<file path="src/rtl/rsa_host_ctrl.sv">
// rsa_host_ctrl: byte-stream master that loads N/M/E into the RSA coprocessor, starts it and streams back the result.
// Optional WAIT-state timeout is compiled in when RSA_HOST_TIMEOUT_EN is defined.
module rsa_host_ctrl #(
   parameter int BYTES       = 32,
   parameter int START_CYC   = 2,
   parameter int GUARD_CYC   = 2,
   parameter int TIMEOUT_CYC = 100000
) (
   input  logic       clk,
   input  logic       reset,
   input  logic [7:0] in_data,
   input  logic       in_valid,
   output logic       in_ready,
   output logic [7:0] out_data,
   output logic       out_valid,
   input  logic       out_ready,
   output logic       co_we,
   output logic       co_oe,
   output logic       co_start,
   output logic [1:0] co_reg_sel,
   output logic [4:0] co_addr,
   output logic [7:0] co_wdata,
   input  logic [7:0] co_rdata,
   input  logic       co_ready,
   output logic       busy,
   output logic       err
);

   typedef enum logic [2:0] {LOAD, START, WAIT, RD_REQ, RD_CAP, OUT} state_t;

   state_t     state;
   logic [6:0] bc;
   logic [4:0] rc;
   logic [7:0] cnt;
   logic       accept;

`ifdef RSA_HOST_TIMEOUT_EN
   logic [16:0] tcnt;
`else
   assign err = 1'b0;
`endif

   assign accept = in_valid && in_ready;

   always_ff @(posedge clk) begin
      if (!reset) begin
         state      <= LOAD;
         bc         <= '0;
         rc         <= '0;
         cnt        <= '0;
         in_ready   <= 1'b0;
         out_data   <= '0;
         out_valid  <= 1'b0;
         busy       <= 1'b0;
         co_we      <= 1'b1;
         co_oe      <= 1'b1;
         co_start   <= 1'b1;
         co_reg_sel <= '0;
         co_addr    <= '0;
         co_wdata   <= '0;
`ifdef RSA_HOST_TIMEOUT_EN
         tcnt       <= '0;
         err        <= 1'b0;
`endif
      end else begin
         case (state)
            LOAD: begin
               // one write strobe per accepted byte, so back-to-back accepts keep co_we low
               co_we    <= ~accept;
               in_ready <= 1'b1;
               if (accept) begin
                  co_wdata   <= in_data;
                  co_addr    <= 5'(bc % 7'(BYTES));
                  co_reg_sel <= (bc < 7'(BYTES))     ? 2'd3 :
                                (bc < 7'(2 * BYTES)) ? 2'd1 : 2'd2;
                  busy       <= 1'b1;
`ifdef RSA_HOST_TIMEOUT_EN
                  err        <= 1'b0;
`endif
                  if (bc == 7'(3 * BYTES - 1)) begin
                     bc       <= '0;
                     in_ready <= 1'b0;
                     state    <= START;
                  end else begin
                     bc <= bc + 7'd1;
                  end
               end
            end
            START: begin
               co_we <= 1'b1;
               if (cnt < 8'(START_CYC)) begin
                  co_start <= 1'b0;
                  cnt      <= cnt + 8'd1;
               end else begin
                  co_start <= 1'b1;
                  cnt      <= '0;
                  state    <= WAIT;
`ifdef RSA_HOST_TIMEOUT_EN
                  tcnt     <= '0;
`endif
               end
            end
            WAIT: begin
               // co_ready may still show the pre-start idle level right after start release
               if (cnt < 8'(GUARD_CYC)) begin
                  cnt <= cnt + 8'd1;
               end else if (co_ready) begin
                  cnt        <= '0;
                  co_reg_sel <= 2'd0;
                  co_addr    <= rc;
                  co_oe      <= 1'b0;
                  state      <= RD_REQ;
               end
`ifdef RSA_HOST_TIMEOUT_EN
               if (tcnt == 17'(TIMEOUT_CYC - 1)) begin
                  err      <= 1'b1;
                  co_oe    <= 1'b1;
                  co_we    <= 1'b1;
                  co_start <= 1'b1;
                  cnt      <= '0;
                  bc       <= '0;
                  rc       <= '0;
                  busy     <= 1'b0;
                  in_ready <= 1'b1;
                  state    <= LOAD;
               end else begin
                  tcnt <= tcnt + 17'd1;
               end
`endif
            end
            RD_REQ: begin
               co_oe <= 1'b1;
               state <= RD_CAP;
            end
            RD_CAP: begin
               out_data  <= co_rdata;
               out_valid <= 1'b1;
               state     <= OUT;
            end
            OUT: begin
               if (out_ready) begin
                  out_valid <= 1'b0;
                  if (rc == 5'(BYTES - 1)) begin
                     rc       <= '0;
                     busy     <= 1'b0;
                     in_ready <= 1'b1;
                     state    <= LOAD;
                  end else begin
                     rc         <= rc + 5'd1;
                     co_reg_sel <= 2'd0;
                     co_addr    <= rc + 5'd1;
                     co_oe      <= 1'b0;
                     state      <= RD_REQ;
                  end
               end
            end
            default: state <= LOAD;
         endcase
      end
   end

endmodule
</file>
<file path="config.mk">
export PLATFORM = sky130hd
export DESIGN_NAME = rsa_host_ctrl
export DESIGN_NICKNAME = d
export VERILOG_FILES = /design/src/rtl/rsa_host_ctrl.sv
export SDC_FILE = /design/constraint.sdc
export NUM_CORES = 1
export LEC_CHECK = 0
export ABC_AREA = 1
export CORE_MARGIN = 10
export CORE_UTILIZATION = 35
export CTS_CLUSTER_SIZE = 8
export DETAILED_ROUTE_END_ITERATION = 6
export PLACE_DENSITY = 0.69
export SYNTH_ARGS = -nofsm -noshare
export SYNTH_HDL_FRONTEND = slang
export SYNTH_SLANG_ARGS = --single-unit
</file>
<file path="constraint.sdc">
create_clock -name clk -period 2.86 [get_ports clk]
set_input_delay 0.715 -clock clk [delete_from_list [all_inputs] [get_ports clk]]
set_output_delay 0.715 -clock clk [all_outputs]
set_load 0.01 [all_outputs]
</file>
* After elaboration in Yosys (flattened, before gate mapping)
Index checks and enable logic that the tools add are counted.
** Storage, ports and cells
- Bits in registers :: 52
- Input bits :: 21
- Output and inout bits :: 30
** Cells by class
- $add $sub $neg :: 3
- Order comparisons :: 3
- Eq/ne operators :: 16
- Multiplexer cells :: 46
- Bitwise logic cells :: 1
- Reduce and logical (&&, ||, !) cells :: 17
** Operator list (count)
- two-way mux 5 bit :: 6
- two-way mux 8 bit :: 3
- two-way mux 3 bit :: 6
- one-hot mux 3 bit (6 select lines) :: 1
- two-way mux 2 bit :: 8
- != test 2 bit (second input constant) :: 8
- one-hot mux 8 bit (2 select lines) :: 1
- one-hot mux 5 bit (3 select lines) :: 1
- two-way mux 1 bit :: 13
- AND reduction 6 bit :: 2
- adder 8 x 1 -> 8 bit (second input constant) :: 1
- less-than comparator 8 x 2 -> 1 bit (second input constant) :: 1
- one-hot mux 1 bit (2 select lines) :: 4
- AND reduction 2 bit :: 4
- nonzero test 2 bit :: 4
- adder 7 x 1 -> 7 bit (second input constant) :: 1
- == test 7 bit (second input constant) :: 1
- less-than comparator 7 x 6 -> 1 bit (second input constant) :: 1
- less-than comparator 7 bit (second input constant) :: 1
- two-way mux 7 bit :: 1
- == test 3 x 2 -> 1 bit (second input constant) :: 2
- == test 3 bit (second input constant) :: 2
- one-hot mux 2 bit (3 select lines) :: 1
- nonzero test 3 bit :: 2
- 11 further kinds :: 11

* Longest topological paths before layout
- Word-level depth :: 5
- Gate-level depth with buffers :: 11

* Least setup slack after synthesis
No wires, ideal clock.
- Kind :: reg2reg
- Start :: register rc[0]
- End :: register co_addr[0]
- Data arrival time :: 1.488 ns
- Setup slack :: 1.257 ns
- Cell stages (with the launch flop) :: 11
- Cell sequence :: dfxtp_1 -> ha_1 -> nand2_1 -> nor2_1 -> ha_1 -> inv_1 -> nor2_1 -> a21oi_4 -> buf_6 -> a21oi_1 -> nor2_1
** Between the ends
- Word-level cells in the longest chain between the ends :: 4
** RTL lines
- start, declared :: line 33 : logic [4:0] rc;
- start signal, assigned :: line 149 : rc <= rc + 5'd1;
- adder 5 x 1 -> 5 bit :: line 151 : co_addr <= rc + 5'd1;
- two-way mux 5 bit :: line 143 : if (rc == 5'(BYTES - 1)) begin
- two-way mux 5 bit :: line 141 : if (out_ready) begin
- one-hot mux 5 bit (3 select lines) :: line 66 : case (state)
- end signal, assigned :: line 73 : co_addr <= 5'(bc % 7'(BYTES));
- end signal, assigned :: line 110 : co_addr <= rc;
- end signal, assigned :: line 151
- end, declared :: line 21 : output logic [4:0] co_addr,
Parallel ways exist; a longest one is shown, timed or not. The select of a mux whose other input is x is not followed.
A chain may end at the register's enable or synchronous reset.

* Worst setup path in the final report
- Start :: register in_ready
- End :: output port in_ready
** RTL lines
- start, declared :: line 13 : output logic in_ready,
- start signal, assigned :: line 51 : in_ready <= 1'b0;
- start signal, assigned :: line 70 : in_ready <= 1'b1;
- start signal, assigned :: line 82 : in_ready <= 1'b0;
No word-level cell between the ends.

==> summary.md <==
| Metric | Value |
|---|---|
| GPL Wtd Cong | `between 0.8 and 0.9` |
| Mapped Avg Cell Area | `~7 um2` |
| Seq/Total Area, Yosys | `between 40% and 50%` |
| Mapped Area | `about 2400 um2` |
| Met2 wire length | `approximately 2600 um` |
| Fin crit period | `about 2000 ps` |
| WHS | `~470 ps` |
| Setup Fix Bufs, Post-CTS | `0` |
| WS Path Type | `reg -> out` |
| Total negative slack | `0 ps` |
| Crit path DAT | `approximately 1300 ps` |
| Largest net degree at the start of global routing | `23` |
| Max IR drop VDD | `around 0.00018 V` |
| #FFs+latches synth | `52` |
| Placed cell count | `about 450` |
| Slowest cell on the critical path | `clkdlybuf4s50_1` |
| CTS Hold Bufs | `0` |
| # diodes | `0` |
| Detailed Route WL | `a little under 6000 um` |
| Mapped Cells | `335` |
| Area leader, netlist | `dfxtp_1` |
| First-pass GRT wire length | `just under 10,000 um` |
| Antenna violations before repair | `0` |
| Area grow syn2layout | `26.8%` |
| H-Tree Depth | `2` |
| CTS tree | `built` |
| PD cells | `between 400 and 500 nW/um2` |
| Most frequent cell after synthesis | `nand2_1` |
| DP Worst Slack | `599 ps` |
| Clock-pin slew on the worst setup and hold paths | `100 ps` |
| Worst-margin pin slew | `618 ps` |
| Port bufs | `about 50` |
| Chip width | `103 um` |
| Highest metal used | `met4` |
| Worst skew pair latency | `between 300 and 400 ps` |
| DRT Pass-1 Iters | `4` |
| Worst path bufs/invs | `1` |
| Synth async-reset ratio | `0%` |
| Tot Pwr | `between 1 and 1.5 mW` |
| Relative slew margins | `a little under 60%` |
| Unique masters post-synth | `31` |
| Layout cells sized above 1 | `under 10%` |
| Synth Warn # | `0` |
| Max Cap Viol | `0` |
| CP max FO | `3` |
| Crit start category | `flip-flop` |
| Post-cts resize count | `0` |
| Met1 wire length | `2650 um` |
| Initial Utilization | `a little over a third` |
| Tcrit/Tclk final | `68.8%` |
| Fmax | `~0.5 GHz` |
| Vias in the first global route | `~2.1k` |
| Worst clock skew | `around 6.5 ps` |
| Vias | `2,199` |
| Dpl cell area | `between 2000 and 3000 um2` |
| GRT Total Usage | `between 10% and 20%` |
| Setup violators final | `0` |
| Clock buffer depth | `2` |
| CP max stage delay | `about 560 ps` |
| Worst EP required | `~2100 ps` |
| Unrepaired setup endpoints after global routing | `false` |
| Final core occ | `45.0%` |
| Crit end category | `primary output` |
| Area share of the largest cell type after synthesis | `43.6%` |
| Met3 wire len | `between 500 and 600 um` |
| Hold WC Path Type | `reg -> reg` |
| Post-synth top cells | `nand2_1, nor2_1, dfxtp_1` |
| Setup slack after layout | `about 900 ps` |
| Net count reported at finish | `~410` |
| Via/cell ratio | `between 4 and 5` |
| CP top delay family | `buffers and inverters` |
| Syn_nets | `360` |
| Core Region | `~6700 um2` |
| Drt wl/cell | `~13 um` |
| Detail Placement HPWL | `approximately 4400 um` |
| Final Max Tran Viols | `0` |
| Leakage Power | `1.25 nW` |
| Filler cells | `about 680` |
| Clk root buf | `clkbuf_8` |
| Critical path, cell by cell | `clkdlybuf4s50_1` |
| FP Rows | `30` |
| Post-synth EDFFs | `0` |
| Top Ports | `~50` |
| Residual DRC | `0` |
| Total gr overflow | `0` |
| CTS Sinks | `52` |
| Die area | `approximately 11,000 um2` |
| Status | `complete, no violations` |
| Fin. Hold Viols | `0` |
| CTS Buf Count | `5` |
| Die H | `about 100 um` |
| Synth area leaders | `dfxtp_1, nand2_1, nor2_1` |
| Post-route ant nets | `0` |
| Post-route cell area | `slightly above 3000 um2` |
| Finished Layout Cells | `~460` |
| Synth Flop Type | `dfxtp_1` |
| Initial DRC Count | `between 90 and 100` |
==> cells in the final DEF (no fill, tap or decap), drive strengths merged, types with 5 or more instances in the layout <==
master          n
nor3            6
a21oi          30
nor3b           5
nor2           65
clkdlybuf4s50  49
nand3          25
o21ai          19
inv            29
dfxtp          52
clkbuf          5
nand2          81
==> sequential cells by signal, indices dropped and copies added (netlist names), 2 cells and up <==
signal      flops
out_data        8
cnt             8
rc              5
bc              7
state           3
co_wdata        8
co_addr         5
co_reg_sel      2
==> worst reg2reg max path, cell delays in order (launching register included) <==
cell	delay, ps
dfxtp_1	380
ha_1	240
nand2_1	70
nor2_1	50
ha_1	190
inv_1	110
nor2_1	90
a21oi_4	320
nand3_1	120
nand2_1	80
nand3_1	50
==> per-layer routing <==
metal  vias up  track usage [%]
li1       1167                -
met1       984             13.8
met2        42             18.2
met3         6             4.89
met4         0             3.25
met5         -                0
==> layout make-up <==
type | instances | area (um2) | area share (%)
Clock buffer | 5 | 68.8 | 2.27
Inverter | 29 | 109 | 3.60
Clock inverter | 3 | 42.5 | 1.41
Tap cell | 80 | 100 | 3.31
Sequential cell | 52 | 1040 | 34.4
Multi-Input combinational cell | 243 | 1170 | 38.6
Timing Repair Buffer | 50 | 498 | 16.5
==> logic make-up after synthesis <==
| logic type | count (synthesis) | share of synthesized area [%] |
|---|---|---|
| XOR/XNOR | 1 | 0.367 |
| other | 1 | 0.157 |
| buffers and inverters | 40 | 7.45 |
| AND/OR/NAND/NOR | 186 | 34.8 |
| AO/OA/AOI/OAI | 51 | 11.5 |
| adder cells (fa/ha/maj) | 4 | 2.10 |
| flip-flops | 52 | 43.6 |
==> final timing paths <==
| path | from | endpoint | slack (ps) | cells after the start |
|---|---|---|---|---|
| max | in_ready$_SDFFE_PN0P_ | in_ready | 890 | 1 |
| min reg2reg | co_oe$_SDFFE_PN1P_ | co_oe$_SDFFE_PN1P_ | 470 | 2 |
| min | co_oe$_SDFFE_PN1P_ | co_oe$_SDFFE_PN1P_ | 470 | 2 |
| max reg2reg | rc[0]$_SDFFE_PN0P_ | co_oe$_SDFFE_PN1P_ | 1050 | 10 |
==> power by group <==
group / switching [mW] / internal [mW] / total (mW)
Combinational: 0.0584 / 0.0650 / 0.123
Clock: 0.246 / 0.259 / 0.505
Sequential: 0.00978 / 0.740 / 0.750
Power figures use the tool's default switching activity.
